<file path="config.mk">
export PLATFORM = sky130hd
export DESIGN_NAME = jfpjc_byte_stuffer
export DESIGN_NICKNAME = d
export VERILOG_FILES = /design/src/rtl/jfpjc_byte_stuffer.sv
export SDC_FILE = /design/constraint.sdc
export NUM_CORES = 1
export LEC_CHECK = 0
export ABC_AREA = 0
export CORE_ASPECT_RATIO = 0.8
export CORE_MARGIN = 5
export CORE_UTILIZATION = 51
export CTS_CLUSTER_DIAMETER = 40
export CTS_CLUSTER_SIZE = 16
export DETAILED_ROUTE_END_ITERATION = 16
export PLACE_DENSITY_LB_ADDON = 0.2
export REMOVE_ABC_BUFFERS = 1
export SETUP_SLACK_MARGIN = 0.15
export SYNTH_ARGS = -nofsm -noshare
export SYNTH_HDL_FRONTEND = slang
export SYNTH_SLANG_ARGS = --single-unit
</file>
<file path="constraint.sdc">
create_clock -name clock -period 2.9 [get_ports clock]
set_clock_uncertainty 0.1 [all_clocks]
set_input_delay 0.58 -clock clock [delete_from_list [all_inputs] [get_ports clock]]
set_output_delay 0.58 -clock clock [all_outputs]
set_load 0.03 [all_outputs]
</file>
<file path="src/rtl/jfpjc_byte_stuffer.sv">
// jfpjc_byte_stuffer: serialises 32-bit packed entropy-coded words into a
// JPEG scan byte stream, byte 0 (word_in[7:0]) first. A 0x00 is inserted
// after every 0xFF data byte. A single-word holding register accepts a new
// word only in IDLE. Output handshake is valid/ready with registered outputs.
// Optional feature: define JFPJC_STUFFER_EOI_EN to append the EOI marker
// (FF D9, not stuffed) after the last word of a frame.
module jfpjc_byte_stuffer #(
  parameter int unsigned COUNT_WIDTH = 24
) (
  input  logic                   clock,
  input  logic                   nreset,
  input  logic [31:0]            word_in,
  input  logic                   word_in_valid,
  input  logic                   word_in_last,
  input  logic [2:0]             word_in_nbytes,
  output logic                   word_in_ready,
  output logic [7:0]             byte_out,
  output logic                   byte_out_valid,
  output logic                   byte_out_last,
  input  logic                   byte_out_ready,
  output logic [COUNT_WIDTH-1:0] bytes_emitted
);

`ifdef JFPJC_STUFFER_EOI_EN
  localparam bit EoiEn = 1'b1;
`else
  localparam bit EoiEn = 1'b0;
`endif

  typedef enum logic [2:0] {
    S_IDLE   = 3'd0,
    S_EMIT   = 3'd1,
`ifdef JFPJC_STUFFER_EOI_EN
    S_STUFF  = 3'd2,
    S_EOI_FF = 3'd3,
    S_EOI_D9 = 3'd4
`else
    S_STUFF  = 3'd2
`endif
  } state_t;

  state_t                 state_q, state_d;
  logic [31:0]            word_q, word_d;
  logic [2:0]             limit_q, limit_d;
  logic                   last_word_q, last_word_d;
  logic [1:0]             idx_q, idx_d;
  logic [7:0]             byte_q, byte_d;
  logic                   valid_q, valid_d;
  logic                   blast_q, blast_d;
  logic                   ready_q, ready_d;
  logic [COUNT_WIDTH-1:0] count_q, count_d;
  logic                   frame_done_q, frame_done_d;

  logic                   in_xfer;
  logic                   out_xfer;
  logic [2:0]             limit_in;
  logic [1:0]             next_idx;
  logic [7:0]             next_byte;
  logic                   has_next;
  logic                   next_is_final;
  logic                   advance;

  assign word_in_ready  = ready_q;
  assign byte_out       = byte_q;
  assign byte_out_valid = valid_q;
  assign byte_out_last  = blast_q;
  assign bytes_emitted  = count_q;

  // Handshake qualifiers and byte-position helpers for the held word.
  always_comb begin
    in_xfer       = word_in_valid & ready_q;
    out_xfer      = valid_q & byte_out_ready;
    limit_in      = 3'd4;
    if (word_in_last && (word_in_nbytes != 3'd0) && (word_in_nbytes <= 3'd4)) begin
      limit_in = word_in_nbytes;
    end
    next_idx      = idx_q + 2'd1;
    next_byte     = word_q[{next_idx, 3'b000} +: 8];
    has_next      = (({1'b0, idx_q} + 3'd1) < limit_q);
    next_is_final = last_word_q && (({1'b0, idx_q} + 3'd2) == limit_q);
  end

  // Next-state and next-output computation for the stuffing FSM.
  always_comb begin
    state_d      = state_q;
    word_d       = word_q;
    limit_d      = limit_q;
    last_word_d  = last_word_q;
    idx_d        = idx_q;
    byte_d       = byte_q;
    valid_d      = valid_q;
    blast_d      = blast_q;
    ready_d      = ready_q;
    count_d      = count_q;
    frame_done_d = frame_done_q;
    advance      = 1'b0;

    if (out_xfer) begin
      if (count_q != '1) begin
        count_d = count_q + {{(COUNT_WIDTH-1){1'b0}}, 1'b1};
      end
      if (blast_q) begin
        frame_done_d = 1'b1;
      end
    end

    case (state_q)
      S_IDLE: begin
        ready_d = 1'b1;
        valid_d = 1'b0;
        blast_d = 1'b0;
        if (in_xfer) begin
          word_d      = word_in;
          limit_d     = limit_in;
          last_word_d = word_in_last;
          idx_d       = 2'd0;
          byte_d      = word_in[7:0];
          valid_d     = 1'b1;
          blast_d     = !EoiEn && word_in_last && (limit_in == 3'd1) &&
                        (word_in[7:0] != 8'hFF);
          ready_d     = 1'b0;
          state_d     = S_EMIT;
          if (frame_done_q) begin
            count_d      = '0;
            frame_done_d = 1'b0;
          end
        end
      end
      S_EMIT: begin
        if (out_xfer) begin
          if (byte_q == 8'hFF) begin
            byte_d  = 8'h00;
            blast_d = !EoiEn && last_word_q && !has_next;
            state_d = S_STUFF;
          end else begin
            advance = 1'b1;
          end
        end
      end
      S_STUFF: begin
        if (out_xfer) begin
          state_d = S_EMIT;
          advance = 1'b1;
        end
      end
`ifdef JFPJC_STUFFER_EOI_EN
      S_EOI_FF: begin
        if (out_xfer) begin
          byte_d  = 8'hD9;
          blast_d = 1'b1;
          state_d = S_EOI_D9;
        end
      end
      S_EOI_D9: begin
        if (out_xfer) begin
          valid_d = 1'b0;
          blast_d = 1'b0;
          ready_d = 1'b1;
          state_d = S_IDLE;
        end
      end
`endif
      default: begin
        valid_d = 1'b0;
        blast_d = 1'b0;
        state_d = S_IDLE;
      end
    endcase

    // Shared by EMIT (non-FF byte) and STUFF: present the next byte or
    // finish the word without spending an extra cycle.
    if (advance) begin
      if (has_next) begin
        idx_d   = next_idx;
        byte_d  = next_byte;
        blast_d = !EoiEn && next_is_final && (next_byte != 8'hFF);
      end else begin
`ifdef JFPJC_STUFFER_EOI_EN
        if (last_word_q) begin
          byte_d  = 8'hFF;
          blast_d = 1'b0;
          state_d = S_EOI_FF;
        end else begin
          valid_d = 1'b0;
          blast_d = 1'b0;
          ready_d = 1'b1;
          state_d = S_IDLE;
        end
`else
        valid_d = 1'b0;
        blast_d = 1'b0;
        ready_d = 1'b1;
        state_d = S_IDLE;
`endif
      end
    end
  end

  // State and registered outputs; reset discards any held word.
  always_ff @(posedge clock) begin
    if (!nreset) begin
      state_q      <= S_IDLE;
      word_q       <= '0;
      limit_q      <= '0;
      last_word_q  <= 1'b0;
      idx_q        <= '0;
      byte_q       <= 8'h00;
      valid_q      <= 1'b0;
      blast_q      <= 1'b0;
      ready_q      <= 1'b0;
      count_q      <= '0;
      frame_done_q <= 1'b0;
    end else begin
      state_q      <= state_d;
      word_q       <= word_d;
      limit_q      <= limit_d;
      last_word_q  <= last_word_d;
      idx_q        <= idx_d;
      byte_q       <= byte_d;
      valid_q      <= valid_d;
      blast_q      <= blast_d;
      ready_q      <= ready_d;
      count_q      <= count_d;
      frame_done_q <= frame_done_d;
    end
  end

endmodule

</file>
==> metrics <==
status completed; Placed Cells 570; Core Rows 27; min-delay src word_q[7]; final cell count without fillers approximately 590; Async SR Flop Fraction 0; pwr/cell area 441 mW/mm2; post-synth cell types 49; hold-critical path depth 2; first-pass GRT wire length 15100 um; synthesized cell area 0.00366 mm2; total CTS buffers 9; RSZ-0062 raised after global routing no; Hold Crit Class flip-flop to flip-flop; Synth top cells by count nand2_1 (82), dfxtp_1 (77), a21oi_1 (49); final RePlAce weighted congestion 0.846; post-synthesis mux area share 0.0609; placed inst area 0.00447 mm2; DRT Pass-1 Iters 5; post-route ant nets 0; critical-path cell list ha_1 -> ha_1 -> nor2b_1 -> o21a_1 -> a2111oi_4 -> buf_4 -> nor2b_1 -> nor3_1; post-synthesis compound-gate area fraction 0.154; sequential fraction of design power 0.530; Psw 493 uW; CTS tree yes; final cycle utilization of the critical path 0.812; drt via density 5.63; setup TNS 0 ns; vias in the first global route 3062; flops & latches, synth 77; P_int 1560 uW; First DRT Iteration DRCs 188; Die Y about 86 um; Final nets 539; Hold WS 0.355 ns; post-CTS sizing 0; Core ar. just under 0.007 mm2; CTS clk-pin slew, worst paths approximately 0.08 ns; Comb pwr share 0.078; delay-heaviest family, CP adder cells; Pleak around 0.0016 uW; post-synthesis sequential area ratio 0.421; final hold viol count 0; Clock Latency Late Sink around 0.35 ns; Power, Total 2050 uW; IO Pins 75; CP max stage cell dfxtp_1; Slew @ Worst Pin 0.723 ns; die area 0.00898 mm2; CP Class flip-flop to flip-flop; WHS Endpoint word_q[7]; Yosys top cell area share 0.421; Synth Area per Inst 8.59 um2; layout cells sized above 1 0.0962; synth top area cells dfxtp_1 (42%), nand2_1 (8.4%), a21oi_1 (6.7%); largest net degree at the start of global routing 42; Sw Ratio 0.240; fill count 563; Slew Limit Fails 0; Worst Reg2Reg Path Length in Cells 8; drc violations 0; dpl hpwl 6410 um; Post-Synth Simple-Gate Area 0.254; Crit Reg-Reg Endpoint byte_out[5]; critical path capture point type flip-flop; die extent in x 105 um; GRT Overall Usage 0.205; startpoint types flip-flop; Req. time, crit path between 3 and 4 ns; hold buffer count at CTS 0; FF-to-FF setup slack around 0.55 ns; Sink Count 77; max_cap viols 0; ANT cells 0; crit path time final 2.35 ns; Fmax achieved 425 MHz; arrival time worst endpoint 2.48 ns; area grow syn2layout 27.4%; crit path max fanout 18; Routed WL per cell 15.2 um; CTS Root Cell clkbuf_8; via count 3298; grt total ovfl 0; total wire length just under 9000 um; initial antenna violation count 0; worst vdd ir about 0.00030 V; RR Startpoint idx_q[1]; CP max stage delay 0.39 ns; IO Port Bufs 74; Max-slew headroom 0.518; clock group share of total power 0.393; largest area contributor in the netlist dfxtp_1; adder-cell area share of the yosys netlist 0.0171; Initial Utilization 0.528; largest family of logic cells by synthesized area simple AND/OR/NAND/NOR gates; post-CTS setup repair buffer count 0; Synth Flop Type dfxtp_1; maximum buffer depth of the clock tree 2; EDFF count, synth 0; fin area 0.00466 mm2; critical path buffer and inverter count 1; top-count cell post-synth nand2_1; Synth warnings 0; post-synthesis cell count 426; Final setup viols 0; Synth Area in XOR/XNOR 0.0479; depth of the CTS H-tree 3
[logic make-up (layout without fill, tap and decap cells)]
| family | Yosys count | after routing |
|---|---|---|
| adder cells (fa/ha/maj) | 5 | 5 |
| AND/OR/NAND/NOR | 189 | 189 |
| XOR/XNOR | 20 | 20 |
| other | 1 | 1 |
| buffers and inverters | 36 | 109 |
| multiplexers | 12 | 12 |
| AO/OA/AOI/OAI | 86 | 86 |
| flip-flops | 77 | 77 |
[layout by cell type, fill, tap and decap left out, types with 2 or more instances in the layout]
master,n
or3_1,2
a21oi_1,49
clkbuf_8,9
nand4_1,17
dfxtp_1,77
a211oi_1,8
clkdlybuf4s50_1,74
nor2b_1,10
nand2b_1,2
and2_1,5
nor2_1,30
and3_1,6
o21ai_0,6
nor3_1,11
a221oi_1,9
xor2_1,3
mux2_2,2
and4bb_2,2
inv_1,8
inv_6,2
nand3_1,9
mux2i_1,2
and4_1,2
xnor2_1,17
ha_1,5
nand3b_1,2
a21o_1,3
mux4_2,8
nand2_1,82
buf_4,11
o2111ai_1,2
[sequential cells by signal, indices dropped and copies added, names as in the netlist]
name            flops
last_word_q         1
limit_q             3
word_q             32
byte_out            8
frame_done_q        1
state_q             3
idx_q               2
bytes_emitted      24
word_in_ready       1
byte_out_last       1
byte_out_valid      1
[per-stage QoR]
stage	setup WS (ns)	util
finish	0.545	0.673
detailed placement	0.374	0.645
CTS	0.562	0.673
global route	0.416	0.673
global placement	0.431	0.645
floorplan	-0.0207	-
[power by group through the flow]
stage	Sequential [uW]	Combinational, uW	Clock [uW]
detailed placement	1110	159	0
global placement	1110	156	0
finish	1090	159	806
floorplan	1120	59.7	0
CTS	1090	160	823
global route	1090	174	871
[worst max path at each step]
| stage | slack, ns | start | end | cells after the start |
|---|---|---|---|---|
| floorplan | -0.02 | idx_q[0] | idx_q[0] | 7 |
| global placement | 0.43 | byte_out_ready | bytes_emitted[9] | 6 |
| detailed placement | 0.37 | byte_out_ready | bytes_emitted[9] | 6 |
| CTS | 0.56 | idx_q[1] | byte_out[5] | 8 |
| global route | 0.42 | idx_q[1] | byte_out[6] | 8 |
| finish | 0.55 | idx_q[1] | byte_out[5] | 8 |
[per-layer routing]
metal  part of all wire  vias to the layer above  global-route usage
li1                   -                     1634                   -
met2               0.45                      118               0.308
met4              0.015                        0              0.0708
met5                  0                        -                   0
met1               0.46                     1532               0.286
met3              0.073                       14              0.0534
[worst min-delay path, stage by stage (launching register included)]
cell     delay [ns]
dfxtp_1        0.31
nand2_1        0.05
a21oi_1        0.05
[cell type report]
class / count / area [um2] / area share
multi-input combinational: 313 / 1960 / 0.421
sequential: 77 / 1540 / 0.331
timing repair buffer: 85 / 823 / 0.177
clock buffer: 10 / 128 / 0.0274
tap: 87 / 109 / 0.0233
clock inverter: 6 / 68.8 / 0.0148
inverter: 8 / 30.0 / 0.00644
Note: power is estimated with default switching activity, not from simulation.
